--- src/rtl/formula_sum_pkg.sv ---
// Shared state encoding and result-width helper for the sum-of-square-roots sequencer.
package formula_sum_pkg;

  typedef enum logic [1:0] {
    IDLE  = 2'd0,
    ISSUE = 2'd1,
    DRAIN = 2'd2,
    DONE  = 2'd3
  } state_e;

  // Narrowest accumulator that cannot wrap when summing n_args roots of arg_w-bit operands.
  function automatic int res_w_min(input int n_args, input int arg_w);
    return arg_w / 2 + $clog2(n_args);
  endfunction

endpackage

--- src/rtl/formula_sum_arg_sel.sv ---
// Holds one captured argument set and selects arg[idx]; store loads in one cycle, read is combinational.
// An idx beyond the last argument reads as zero.
module formula_sum_arg_sel
  import formula_sum_pkg::*;
#(
  parameter int N_ARGS = 3,
  parameter int ARG_W  = 32,
  parameter int IDX_W  = 2
) (
  input  logic                    clk,
  input  logic                    rst_n,
  input  logic                    load,
  input  logic [N_ARGS*ARG_W-1:0] args,
  input  logic [IDX_W-1:0]        idx,
  output logic [ARG_W-1:0]        arg
);

  logic [N_ARGS*ARG_W-1:0] store;

  always_ff @(posedge clk or negedge rst_n) begin
    if (!rst_n) begin
      store <= '0;
    end else if (load) begin
      store <= args;
    end
  end

  always_comb begin
    arg = '0;
    for (int i = 0; i < N_ARGS; i++) begin
      if (idx == IDX_W'(i)) begin
        arg = store[i*ARG_W +: ARG_W];
      end
    end
  end

endmodule

--- src/rtl/formula_sum_sqrt_pipe_fsm.sv ---
// Sequences N_ARGS operands through one external pipelined isqrt and sums the roots; one set per N_ARGS+L+1 cycles.
// Optional sticky protocol checker on err when FORMULA_SUM_PROTOCOL_CHECK_EN is defined.
module formula_sum_sqrt_pipe_fsm
  import formula_sum_pkg::*;
#(
  parameter int N_ARGS = 3,
  parameter int ARG_W  = 32,
  parameter int RES_W  = 32
) (
  input  logic                    clk,
  input  logic                    rst_n,
  input  logic                    arg_vld,
  output logic                    arg_rdy,
  input  logic [N_ARGS*ARG_W-1:0] args,
  output logic                    res_vld,
  output logic [RES_W-1:0]        res,
  output logic                    err,
  output logic                    isqrt_x_vld,
  output logic [ARG_W-1:0]        isqrt_x,
  input  logic                    isqrt_y_vld,
  input  logic [ARG_W/2-1:0]      isqrt_y
);

  localparam int CNT_W = (N_ARGS > 1) ? $clog2(N_ARGS) : 1;
  localparam int IDX_W = CNT_W + 1;
  localparam logic [CNT_W-1:0] LAST = CNT_W'(N_ARGS - 1);

  if (RES_W < res_w_min(N_ARGS, ARG_W)) begin : g_res_w_check
    $error("formula_sum_sqrt_pipe_fsm: RES_W too narrow for N_ARGS square roots");
  end
  if ((ARG_W % 2) != 0) begin : g_arg_w_check
    $error("formula_sum_sqrt_pipe_fsm: ARG_W must be even");
  end

  state_e             state;
  state_e             state_nxt;
  logic [CNT_W-1:0]   issue_cnt;
  logic [CNT_W-1:0]   rcv_cnt;
  logic [RES_W-1:0]   acc;
  logic [RES_W-1:0]   res_q;
  logic [RES_W-1:0]   y_ext;
  logic               accept;
  logic               y_take;
  logic               y_last;
  logic               issue_nxt;
  logic [ARG_W-1:0]   x_nxt;
  logic               x_vld_q;
  logic [ARG_W-1:0]   x_q;
  logic [IDX_W-1:0]   sel_idx;
  logic [ARG_W-1:0]   sel_arg;

  assign arg_rdy = (state == IDLE) || (state == DONE);
  assign accept  = arg_vld && arg_rdy;
  assign y_ext   = RES_W'(isqrt_y);
  assign y_take  = isqrt_y_vld && ((state == ISSUE) || (state == DRAIN));
  assign y_last  = y_take && (rcv_cnt == LAST);
  // Operand registers are loaded one cycle ahead, so they look at the next index.
  assign sel_idx = {1'b0, issue_cnt} + IDX_W'(1);

  formula_sum_arg_sel #(
    .N_ARGS (N_ARGS),
    .ARG_W  (ARG_W),
    .IDX_W  (IDX_W)
  ) u_arg_sel (
    .clk   (clk),
    .rst_n (rst_n),
    .load  (accept),
    .args  (args),
    .idx   (sel_idx),
    .arg   (sel_arg)
  );

  always_comb begin
    state_nxt = state;
    case (state)
      IDLE:    if (accept) state_nxt = ISSUE;
      ISSUE:   if (issue_cnt == LAST) state_nxt = DRAIN;
      DRAIN:   if (y_last) state_nxt = DONE;
      DONE:    state_nxt = accept ? ISSUE : IDLE;
      default: state_nxt = IDLE;
    endcase
  end

  always_comb begin
    issue_nxt = (state_nxt == ISSUE);
    x_nxt     = '0;
    if (accept) begin
      x_nxt = args[ARG_W-1:0];
    end else if (issue_nxt) begin
      x_nxt = sel_arg;
    end
  end

  always_ff @(posedge clk or negedge rst_n) begin
    if (!rst_n) begin
      state     <= IDLE;
      issue_cnt <= '0;
      rcv_cnt   <= '0;
      acc       <= '0;
      res_q     <= '0;
      x_vld_q   <= 1'b0;
      x_q       <= '0;
    end else begin
      state   <= state_nxt;
      x_vld_q <= issue_nxt;
      x_q     <= x_nxt;
      if (accept) begin
        issue_cnt <= '0;
        rcv_cnt   <= '0;
        acc       <= '0;
      end else begin
        if (state == ISSUE) begin
          issue_cnt <= issue_cnt + CNT_W'(1);
        end
        if (y_take) begin
          acc     <= acc + y_ext;
          rcv_cnt <= rcv_cnt + CNT_W'(1);
        end
      end
      if (y_last) begin
        res_q <= acc + y_ext;
      end
    end
  end

  assign res_vld     = (state == DONE);
  assign res         = res_q;
  assign isqrt_x_vld = x_vld_q;
  assign isqrt_x     = x_q;

`ifdef FORMULA_SUM_PROTOCOL_CHECK_EN
  logic vld_q;
  logic pend_q;
  logic err_q;

  // A set raised while busy must stay up until accepted; dropping it early is flagged.
  always_ff @(posedge clk or negedge rst_n) begin
    if (!rst_n) begin
      vld_q  <= 1'b0;
      pend_q <= 1'b0;
      err_q  <= 1'b0;
    end else begin
      vld_q <= arg_vld;
      if (arg_rdy) begin
        pend_q <= 1'b0;
      end else if (arg_vld && !vld_q) begin
        pend_q <= 1'b1;
      end
      if ((isqrt_y_vld && arg_rdy) || (pend_q && !arg_vld && !arg_rdy)) begin
        err_q <= 1'b1;
      end
    end
  end

  assign err = err_q;
`else
  assign err = 1'b0;
`endif

endmodule
--- config.mk ---
export PLATFORM = sky130hd
export DESIGN_NAME = formula_sum_sqrt_pipe_fsm
export DESIGN_NICKNAME = d
export VERILOG_FILES = /design/src/rtl/formula_sum_pkg.sv /design/src/rtl/formula_sum_arg_sel.sv /design/src/rtl/formula_sum_sqrt_pipe_fsm.sv
export SDC_FILE = /design/constraint.sdc
export NUM_CORES = 1
export LEC_CHECK = 0
export BUFFER_PORTS_ARGS = -buffer_cell sky130_fd_sc_hd__buf_2
export CAP_MARGIN = 30
export CORE_AREA = 2 2 172 174
export CTS_CLUSTER_DIAMETER = 150
export DETAILED_ROUTE_END_ITERATION = 16
export DIE_AREA = 0 0 174 176
export PLACE_DENSITY = 0.64
export SYNTH_ARGS = -nofsm -noshare
export SYNTH_HDL_FRONTEND = slang
export SYNTH_SLANG_ARGS = --single-unit
--- constraint.sdc ---
create_clock -name clk -period 6.7 [get_ports clk]
set_input_delay 2.01 -clock clk [delete_from_list [all_inputs] [get_ports clk]]
set_output_delay 2.01 -clock clk [all_outputs]
set_load 0.005 [all_outputs]
* Word level (Yosys, flattened, before mapping)
Cells that the tools add are included.
** Storage, ports and cells
- Output and inout bits :: 68
- Register bits after elaboration :: 199
- Bits of input ports :: 116
** Operators by class
- Reduce and logical (&&, ||, !) cells :: 9
- $add $sub $neg :: 4
- Multiplexer cells :: 16
- Equality and inequality tests :: 8
** Operators by type and width (count)
- two-way mux 32 bit :: 7
- adder 32 x 16 -> 32 bit :: 1
- two-way mux 2 bit :: 7
- == test 2 bit, second input constant :: 4
- one-hot mux 2 bit (4 select lines) :: 1
- adder 2 x 1 -> 2 bit, second input constant :: 2
- == test 2 x 1 -> 1 bit, second input constant :: 2
- nonzero test 2 bit :: 2
- adder 2 x 1 -> 3 bit, second input constant :: 1
- == test 3 x 1 -> 1 bit, second input constant :: 1
- == test 3 x 2 -> 1 bit, second input constant :: 1
- logical AND 1 bit :: 3
- logical NOT 3 bit :: 1
- logical NOT 2 bit :: 1
- logical OR 1 bit :: 2
- two-way mux 1 bit :: 1

* Logic depth before layout (Yosys ltp)
Gate-level depths: netlist of run 1.
- Depth after elaboration :: 9
- Gate-level depth with buffers :: 10
- Depth with buffers taken out :: 8

* Modules after synthesis
From an unflattened synthesis of run 1, not the netlist that was laid out.
** Second synthesis, totals
- Cell total of the unflattened synthesis :: 875
- Area, all modules :: 9730.6 um2
** Modules (own cells, without submodules)
- formula_sum_sqrt_pipe_fsm :: sequential area each 2577.5 um2, area an instance 5162.5 um2, instances 1, cells an instance 524
- formula_sum_arg_sel :: sequential area each 2402.3 um2, area an instance 4568.1 um2, instances 1, cells an instance 351

* Worst setup path after synthesis of run 1
Ideal clock, no wire load.
- Path kind :: input to register
- Start :: in isqrt_y[0]
- End :: reg res_q[24], in the netlist res[24]
- Path slack :: 2.795 ns
- Data arrival time :: 3.823 ns
- Buffers on the path :: 0
- Stages :: 8
- Data required time :: 6.618 ns
- Path through :: ha_1 -> fa_1 -> a21o_1 -> a31o_2 -> a21oi_2 -> a21oi_2 -> a31o_2 -> a31oi_1
** On the way
- Longest elaborated chain between the ends :: 1
** Ends and longest elaborated chain
- start, declared :: line formula_sum_sqrt_pipe_fsm.sv:21 : input logic [ARG_W/2-1:0] isqrt_y
- adder 32 x 16 -> 32 bit :: line formula_sum_sqrt_pipe_fsm.sv:121 : res_q <= acc + y_ext;
- end signal, assigned :: line formula_sum_sqrt_pipe_fsm.sv:121
- end, declared :: line formula_sum_sqrt_pipe_fsm.sv:40 : logic [RES_W-1:0] res_q;
No other way between the ends.
A chain may end at the register's enable or synchronous reset.

* Final worst setup path of run 1
Ends and elaborated chain as after synthesis.

==> results of run 1 <==
[path summary, 6_finish.rpt]
| kind | cells past startpoint | to | startpoint |
|---|---|---|---|
| max | 9 | res[24] | isqrt_y[0] |
| min | 2 | res[0] | res[0] |
| max reg2reg | 10 | isqrt_x[2] | state[1] |
| min reg2reg | 2 | res[0] | res[0] |
| max in group asynchronous | 2 | u_arg_sel.store[46] | rst_n |
| min in group asynchronous | 1 | res[7] | rst_n |
[stage by stage]
step                std cells  power (mW)  cell area (sq um)  hold slack, ns
floorplan                1065        3.09               9420           0.446
global placement         1574        3.64              10700           0.455
detailed placement       1574        3.68              10700           0.458
CTS                      1606        4.72              11300           0.477
global route             1607        5.08              11300           0.493
finish                   1609        4.68              11300           0.473
[per-layer routing]
metal,global-route usage (%),wire length [um],vias up
met1,21.9,11200,3768
met3,3.77,1360,37
met2,26.3,11400,221
met5,0,21,-
li1,-,-,3886
met4,5.50,501,4
[layout make-up]
cell class,instances,share of cell area (%)
diodes,2,0.0444
clock buffers,18,3.80
inverters,11,0.366
multi-input cells,788,36.8
repair buffers,193,9.17
clock inverters,14,1.39
well taps,384,4.26
flip-flops and latches,199,44.1
[flip-flops by register name, indices dropped and copies added, names as in the netlist]
register / flops
state: 2
u_arg_sel.store: 96
isqrt_x: 32
issue_cnt: 2
rcv_cnt: 2
res: 32
acc: 32
isqrt_x_vld: 1
[placed cells by master, fill, tap and decap left out, drive strengths merged, types with 16 or more instances in the layout]
cell type / instances
nand3: 16
nand2: 366
o21ai: 86
dfrtp: 199
inv: 17
a31oi: 17
ha: 26
clkbuf: 19
a21oi: 61
buf: 192
nor2: 58
a22oi: 34
[power by group through the flow]
stage | clock network, mW | registers (mW) | logic [mW]
2_1_floorplan | 0 | 1.87 | 1.21
3_3_place_gp | 0 | 1.91 | 1.73
3_5_place_dp | 0 | 1.92 | 1.77
4_1_cts | 1.05 | 1.90 | 1.77
5_1_grt | 1.10 | 1.96 | 2.02
6_report | 1.02 | 1.90 | 1.76
[logic make-up (layout without fill, tap and decap cells)]
logic type               count (synthesis)  after routing  share of synthesized area [%]
AND/OR/NAND/NOR                        485            485                           21.0
buffers and inverters                   78            236                           3.25
adder cells (fa/ha/maj)                 27             27                           3.67
other                                    1              3                         0.0398
flip-flops                             199            199                           52.9
AO/OA/AOI/OAI                          249            249                           16.7
XOR/XNOR                                22             22                           2.05
multiplexers                             4              4                          0.425
[worst register-to-register path: cells and delay by family, from the launching register on]
kind                       cells  cell delay, ns
AOI/OAI and AO/OA              3            0.58
buffers and inverters          3            0.72
and+or+nand+nor                3            0.76
adders and majority gates      1            0.46
DFF                            1            0.42
==> results.json, run 1 <==
{
  "die_y_um": 176,
  "yosysTopAreaCell": "dfrtp_1",
  "worstSetupPathType": "input port to register",
  "htree_levels": 4,
  "powerDensity_nw_per_um2": 415,
  "postCtsSetupBuffers": 0,
  "setup_viol": 0,
  "yosysSeqAreaShare_pct": 52.9,
  "yosys-top-cells-area": "dfrtp_1 (53%), nand2_1 (15%), o21ai_0 (4.3%), ha_1 (3.5%), a21oi_1 (3.1%)",
  "cp-start-kind": "input port",
  "setup_ws_ns": 2.88,
  "die_x_um": 174,
  "core_sq_um": 28500,
  "synth_edf_count": 0,
  "critPathRequiredTime_ns": 7.07,
  "drtIter0Drc": 544,
  "tightest_slew_ns": 0.916,
  "num_vias": 7916,
  "syn_avg_cell_area_sq_um": 8.85,
  "hold_viol": 0,
  "grt_pass1_vias": 7951,
  "pwr-share-comb_pct": 37.6,
  "finalSetupTns_ns": 0,
  "ctsHoldBuffers": 0,
  "cts_tree": "done",
  "syn_nets": 1208,
  "grt_max_degree": 103,
  "p_int_mw": 2.80,
  "synth.most_common_cell": "nand2_1",
  "synthDistinctLibCells": 57,
  "p_seq_share_pct": 40.6,
  "port_buffers": 182,
  "overflow": 0,
  "multi_input_area_sq_um": 4160,
  "pwr-share-clk_pct": 21.8,
  "dp_hpwl_um": 16400,
  "post-route-period-util_pct": 57.0,
  "swShare_pct": 40.1,
  "row_count": 62,
  "place_ws_ns": 2.44,
  "nets": 1353,
  "synth_top_cells_by_count": "nand2_1 (365), dfrtp_1 (199), o21ai_0 (81)",
  "regToRegSetupSlack_ns": 3.68,
  "gp_congestion": 0.850,
  "p_leak_nw": 5.73,
  "synthArstFlopShare_pct": 100,
  "areaGrowthSynthToFinish_pct": 19.8,
  "drive_gt1_share_pct": 19.9,
  "cp-end-kind": "register",
  "grt_first_pass_wirelength_um": 40600,
  "synth_top_area_share_pct": 52.9,
  "antenna_found_initial": 4,
  "finalClockSkew_ns": 0.0159,
  "ir_worst_vdd_v": 0.000213,
  "wire_per_inst_um": 15.2,
  "clkTransAtPathRegs_ns": 0.07,
  "clock_latency_ns": 0.45,
  "drt_wl_total_um": 24500,
  "slew_violations": 0,
  "worst_path_max_delay_cell": "fa_1",
  "regArea_sq_um": 4980,
  "vias_per_cell": 4.92,
  "die-area_sq_um": 30600,
  "path_cells": "buf_2 -> ha_1 -> fa_1 -> a21o_1 -> a31o_2 -> a21oi_2 -> a21oi_2 -> a31o_2 -> a31oi_1",
  "grt_util_all_layers_pct": 16.4,
  "start_util_pct": 33.0,
  "cts_resized": 0,
  "cts_root_buffer": "clkbuf_16",
  "ys_ff_latch": 199,
  "max_cap_violations": 0,
  "cts_buffers": 17,
  "rsz0062_at_grt": "false",
  "clockBufferDepth": 2,
  "nFillCells": 2968,
  "cts.sinks": 199,
  "synth_flop_cell": "dfrtp_1",
  "route.detailed.drc": 0,
  "syn_area_sq_um": 9420,
  "final_util_pct": 39.5,
  "final_antenna_net_count": 0,
  "syn_inst": 1065,
  "p_sw_mw": 1.88,
  "crit_buf_inv": 1,
  "ioPinCount": 184,
  "worstPathArrival_ns": 4.18,
  "first_pass_iters": 6,
  "cp_max_fo": 7,
  "max-slew-margin-rel_pct": 38.9,
  "period_minus_slack_ns": 3.82,
  "cp_top_family": "compound AO/OA/AOI/OAI gates",
  "hold_class": "register to register",
  "outcome": "finished, final reports clean",
  "fmax_ghz": 0.262,
  "max_stage_delay_ns": 0.42,
  "ys_warn_count": 0
}
(Power assumes the default switching activity.)
==> inputs of run 2 (changes only) <==
==> constraint.sdc (replaced) <==
create_clock -name clk -period 4 [get_ports clk]
set_input_delay 1.2 -clock clk [delete_from_list [all_inputs] [get_ports clk]]
set_output_delay 1.2 -clock clk [all_outputs]
set_load 0.005 [all_outputs]
==> run 2 against run 1 <==
Against the previous run: register-to-register slack got worse by 2.4 ns; critical path depth shrank 1; sequential cell count unchanged; setup slack got worse by 1.9 ns; largest power group unchanged.
==> results.json, run 2 (synthesis results as in run 1) <==
{
  "overflow": 0,
  "cp-start-kind": "input port",
  "regArea_sq_um": 4980,
  "nets": 1358,
  "htree_levels": 4,
  "grt_first_pass_wirelength_um": 40800,
  "wire_per_inst_um": 15.2,
  "cp-end-kind": "register",
  "clockBufferDepth": 2,
  "place_ws_ns": 0.589,
  "worstPathArrival_ns": 3.32,
  "dpl-instance-area_sq_um": 10700,
  "die-area_sq_um": 30600,
  "pwr-share-comb_pct": 37.6,
  "swShare_pct": 39.8,
  "cp_max_fo": 7,
  "postLayoutCellArea_sq_um": 11400,
  "cts.sinks": 199,
  "setup_ws_ns": 1.01,
  "die_y_um": 176,
  "drt_wl_total_um": 24700,
  "rsz0062_at_grt": "false",
  "hold_class": "register to register",
  "cts_tree": "done",
  "first_pass_iters": 7,
  "final_cell_mix": "nand2_1 (365), dfrtp_1 (199), buf_2 (181), o21ai_0 (81)",
  "tightest_slew_ns": 0.874,
  "clock_latency_ns": 0.45,
  "antenna_found_initial": 8,
  "port_buffers": 182,
  "worstSetupPathType": "input port to register",
  "die_x_um": 174,
  "grt_util_all_layers_pct": 16.6,
  "final_antenna_net_count": 0,
  "setup_viol": 0,
  "drtIter0Drc": 464,
  "outcome": "finished, final reports clean",
  "postCtsSetupBuffers": 0,
  "slew_violations": 0,
  "core_sq_um": 28500,
  "hold_viol": 0,
  "max-slew-margin-rel_pct": 41.7,
  "pwr-share-clk_pct": 22.4,
  "p_seq_share_pct": 40.0,
  "grt_pass1_vias": 8048,
  "period_minus_slack_ns": 2.99,
  "ctsHoldBuffers": 0,
  "p_int_mw": 4.79,
  "ir_worst_vdd_v": 0.000365,
  "multi_input_area_sq_um": 4160,
  "dp_hpwl_um": 16700,
  "vias_per_cell": 4.97,
  "powerDensity_nw_per_um2": 699,
  "clkTransAtPathRegs_ns": 0.08,
  "p_sw_mw": 3.16,
  "p_leak_nw": 5.77,
  "finalClockSkew_ns": 0.0144,
  "cts_resized": 0,
  "drive_gt1_share_pct": 20.2,
  "largest_reg_flops": 96,
  "gp_congestion": 0.835,
  "nFillCells": 2986,
  "num_vias": 8035,
  "areaGrowthSynthToFinish_pct": 20.8,
  "final_common_cell": "nand2_1",
  "start_util_pct": 33.0,
  "post-route-period-util_pct": 74.7,
  "p_total_mw": 7.95,
  "critPathRequiredTime_ns": 4.33,
  "row_count": 62,
  "fmax_ghz": 0.334,
  "max_cap_violations": 0,
  "regMostFlops": "u_arg_sel.store",
  "cts_root_buffer": "clkbuf_16",
  "ioPinCount": 184,
  "cts_buffers": 17,
  "finalSetupTns_ns": 0,
  "route.detailed.drc": 0,
  "grt_max_degree": 100
}
## run 2: cell types whose count changed in the layout (fill, tap and decap cells not counted)
cell / before / now
buf_16: 1 / 2
clkinvlp_4: 0 / 1
buf_4: 9 / 12
inv_8: 3 / 5
bufinv_16: 0 / 1
clkbuf_1: 1 / 0
clkinv_2: 1 / 0
clkinv_8: 4 / 3
buf_12: 1 / 2
clkinv_4: 3 / 1
diode_2: 2 / 7
## run 2: final cells by class
| cell class | count | area share [%] |
|---|---|---|
| tap | 384 | 4.22 |
| sequential | 199 | 43.7 |
| clock buffer | 17 | 3.74 |
| multi-input combinational | 788 | 36.5 |
| antenna | 7 | 0.154 |
| timing repair buffer | 198 | 9.71 |
| inverter | 11 | 0.363 |
| clock inverter | 14 | 1.56 |
## run 2: through the flow
stage	cells	utilization (%)	hold slack, ns
2_1_floorplan	1065	-	0.446
3_3_place_gp	1578	37.5	0.450
3_5_place_dp	1578	37.5	0.455
4_1_cts	1609	39.6	0.473
5_1_grt	1613	39.8	0.501
6_report	1618	39.9	0.471
## run 2: metal layers
| metal | wire length [um] | vias to the layer above | part of all wire, % | global-route usage, % |
|---|---|---|---|---|
| met5 | 32 | - | 0.13 | 0 |
| met3 | 1570 | 39 | 6.4 | 4.95 |
| met4 | 557 | 6 | 2.3 | 5.53 |
| li1 | - | 3908 | - | - |
| met1 | 10900 | 3856 | 44 | 21.3 |
| met2 | 11600 | 226 | 47 | 26.7 |
## run 2: worst paths after layout
check	slack, ns	end	depth (start not counted)	startpoint
min	0.47	res[27]	2	res[27]
max reg2reg	1.27	isqrt_x[18]	9	state[0]
max in group asynchronous	2.38	u_arg_sel.store[52]	2	rst_n
min reg2reg	0.47	res[27]	2	res[27]
max	1.01	acc[24]	8	isqrt_y[11]
min in group asynchronous	0.79	res[6]	1	rst_n
## run 2: power by group through the flow
stage | Sequential, mW | Clock (mW) | Combinational [mW]
after detailed placement | 3.21 | 0 | 2.97
after global routing | 3.27 | 1.92 | 3.43
after CTS | 3.18 | 1.84 | 2.98
final | 3.18 | 1.79 | 2.99
after floorplan | 3.14 | 0 | 2.03
after global placement | 3.18 | 0 | 2.91
## run 2: critical path: stages
cell and delay (ns):
buf_2 0.10, ha_1 0.45, nand2_2 0.20, nor4_4 0.47, a21oi_2 0.17, a21oi_2 0.33, a31oi_1 0.14, o31a_1 0.26
==> inputs of run 3 (changes only) <==
--- a/config.mk
+++ b/config.mk
@@ -5,13 +5,14 @@
 export SDC_FILE = /design/constraint.sdc
 export NUM_CORES = 1
 export LEC_CHECK = 0
+export ABC_AREA = 1
 export BUFFER_PORTS_ARGS = -buffer_cell sky130_fd_sc_hd__buf_2
 export CAP_MARGIN = 30
-export CORE_AREA = 2 2 172 174
+export CORE_AREA = 2 2 178 180
 export CTS_CLUSTER_DIAMETER = 150
 export DETAILED_ROUTE_END_ITERATION = 16
-export DIE_AREA = 0 0 174 176
-export PLACE_DENSITY = 0.64
+export DIE_AREA = 0 0 180 182
+export PLACE_DENSITY = 0.63
 export SYNTH_ARGS = -nofsm -noshare
 export SYNTH_HDL_FRONTEND = slang
 export SYNTH_SLANG_ARGS = --single-unit
==> constraint.sdc (replaced) <==
create_clock -name clk -period 3.07 [get_ports clk]
set_input_delay 0.921 -clock clk [delete_from_list [all_inputs] [get_ports clk]]
set_output_delay 0.921 -clock clk [all_outputs]
set_load 0.005 [all_outputs]
==> run 3 against run 2 <==
Against the previous run: sequential power up 31%; register-to-register slack worse by 0.37 ns; cell count up 15%; total power up 40%; via count up 9.6%; first-iteration DRC count up 30%; critical path depth down 4; wire length up 12%; synthesized cell count up 19%; die area up 7.0%; worst hold slack better by 0.0018 ns; setup slack worse by 0.37 ns; largest cell class unchanged; largest power group is now combinational cells.
==> results.json, run 3 <==
{
  "outcome": "finished, final reports clean",
  "final_common_cell": "nand2_1",
  "core_sq_um": 31000,
  "antenna_found_initial": 0,
  "place_ws_ns": 0.277,
  "vias_per_cell": 4.75,
  "clockBufferDepth": 2,
  "p_total_mw": 11.1,
  "grt_first_pass_wirelength_um": 45400,
  "synthArstFlopShare_pct": 100,
  "tightest_slew_ns": 0.586,
  "cts_resized": 0,
  "r2r_end": "res[8]",
  "gp_congestion": 0.879,
  "hold_start": "u_arg_sel.store[4]",
  "reg2regPathDepth": 7,
  "cts.sinks": 199,
  "max-slew-margin-rel_pct": 61.0,
  "regToRegSetupSlack_ns": 0.90,
  "die-area_sq_um": 32800,
  "drtIter0Drc": 604,
  "synth.most_common_cell": "nand2_1",
  "powerDensity_nw_per_um2": 920,
  "htree_levels": 4,
  "start_util_pct": 32.4,
  "cts_root_buffer": "clkbuf_16",
  "syn_avg_cell_area_sq_um": 7.90,
  "yosysSeqAreaShare_pct": 49.6,
  "holdPathEnd": "u_arg_sel.store[4]",
  "worstSetupPathType": "register to primary output",
  "hold_depth": 2,
  "setup_viol": 0,
  "ctsHoldBuffers": 0,
  "grt_util_all_layers_pct": 17.2,
  "syn_inst": 1270,
  "ir_worst_vdd_v": 0.000493,
  "dpl-instance-area_sq_um": 11400,
  "die_x_um": 180,
  "grt_pass1_vias": 8931,
  "cts_buffers": 17,
  "nets": 1582,
  "drt_wl_total_um": 27600,
  "postLayoutCellArea_sq_um": 12100,
  "ys_ff_latch": 199,
  "final_antenna_net_count": 0,
  "critPathRequiredTime_ns": 2.15,
  "synth_top_cells_by_count": "nand2_1 (586), dfrtp_1 (199), nand3_1 (88)",
  "drive_gt1_share_pct": 20.5,
  "setup_ws_ns": 0.645,
  "rsz0062_at_grt": "false",
  "post-route-period-util_pct": 79.0,
  "ioPinCount": 184,
  "max_stage_delay_ns": 0.44,
  "clkTransAtPathRegs_ns": 0.07,
  "die_y_um": 182,
  "final_cells": 1855,
  "final_cell_mix": "nand2_1 (586), dfrtp_1 (199), buf_2 (181), nand3_1 (88), inv_1 (87)",
  "hold_viol": 0,
  "max_cap_violations": 0,
  "synth_flop_cell": "dfrtp_1",
  "syn_nets": 1413,
  "clock_latency_ns": 0.44,
  "cts_tree": "done",
  "cp-end-kind": "primary output",
  "r2r_start": "state[0]",
  "worstPathArrival_ns": 1.50,
  "synthDistinctLibCells": 36,
  "fmax_ghz": 0.412,
  "yosysTopAreaCell": "dfrtp_1",
  "path_cells": "inv_1 -> ha_1 -> inv_1 -> buf_2",
  "ys_warn_count": 0,
  "first_pass_iters": 5,
  "slew_violations": 0,
  "port_buffers": 182,
  "syn_area_sq_um": 10000,
  "synth_top_area_share_pct": 49.6,
  "dp_cells": 1822,
  "cpMostUsedCell": "inv_1",
  "yosys-top-cells-area": "dfrtp_1 (50%), nand2_1 (22%), nand3_1 (4.4%), inv_1 (3.3%), ha_1 (3.2%)",
  "p_leak_nw": 6.59,
  "period_minus_slack_ns": 2.43,
  "regMostFlops": "u_arg_sel.store",
  "finalSetupTns_ns": 0,
  "critPathLaunch": "state[0]",
  "num_vias": 8805,
  "finalClockSkew_ns": 0.0227,
  "row_count": 65,
  "postCtsSetupBuffers": 0,
  "overflow": 0,
  "cp_max_fo": 5,
  "wire_per_inst_um": 14.9,
  "dp_hpwl_um": 19300,
  "worst_path_max_delay_cell": "dfrtp_1",
  "route.detailed.drc": 0,
  "synth_edf_count": 0,
  "cp-start-kind": "register",
  "largest_reg_flops": 96,
  "hold_class": "register to register",
  "areaGrowthSynthToFinish_pct": 20.2,
  "grt_max_degree": 99
}
==> run 3: cell types whose count changed after synthesis, moves of 19 or more <==
cell and delta:
clkbuf_1 -34, o211ai_1 +24, a21oi_1 -19, o21ai_0 -61
a22oi_1 -34, nand3_1 +72, nand2_1 +221, inv_1 +76
nor2_1 -27, o21ai_2 +28
==> run 3: final cells by class <==
cell class	instances	area, sq um
Antenna cell	1	2.50
Multi-Input combinational cell	924	4440
Clock inverter	11	160
Clock buffer	21	450
Inverter	90	340
Fill cell	3146	18900
Sequential cell	199	4980
Tap cell	402	503
Timing Repair Buffer	207	1180
==> run 3: worst max path at each step <==
stage,to,depth (start not counted),slack (ns)
finish,arg_rdy,4,0.64
global route,arg_rdy,4,0.57
CTS,arg_rdy,4,0.60
detailed placement,acc[20],11,0.28
global placement,acc[28],13,0.29
floorplan,acc[26],14,0.68
==> run 3: worst max-delay path: cells and delay by family (launching register included) <==
family	cells	cell delay, ns
buf+inv	3	0.26
flops	1	0.44
fa+ha+maj	1	0.38
==> run 3: metal layers <==
layer / vias up / global-route usage, % / wire length (um)
met5: - / 0 / 0
met4: 0 / 4.55 / 398
met3: 26 / 3.63 / 1580
met2: 269 / 29.5 / 13000
met1: 4168 / 22.1 / 12700
li1: 4342 / - / -
==> run 3: where the power goes <==
group,switching [mW],total [mW],internal [mW]
clock network,1.06,2.39,1.33
logic,2.93,4.55,1.63
registers,0.529,4.16,3.63
total,4.52,11.1,6.59
==> run 3: kinds of logic (layout without fill, tap and decap cells) <==
kind of cell               count (synthesis)  after routing  share of synthesized area [%]
and+or+nand+nor                          743            743                           30.4
buffers and inverters                    147            329                           6.16
AOI/OAI and AO/OA                        140            140                           9.21
other                                      1              2                         0.0374
DFF                                      199            199                           49.6
adders and majority gates                 27             27                           3.44
xor gates and xnor gates                  13             13                           1.14
==> run 3: stage by stage <==
step / util (%) / hold WS, ns
finish: 38.9 / 0.473
global route: 38.9 / 0.491
CTS: 38.9 / 0.476
detailed placement: 36.9 / 0.459
global placement: 36.9 / 0.453
floorplan: - / 0.442
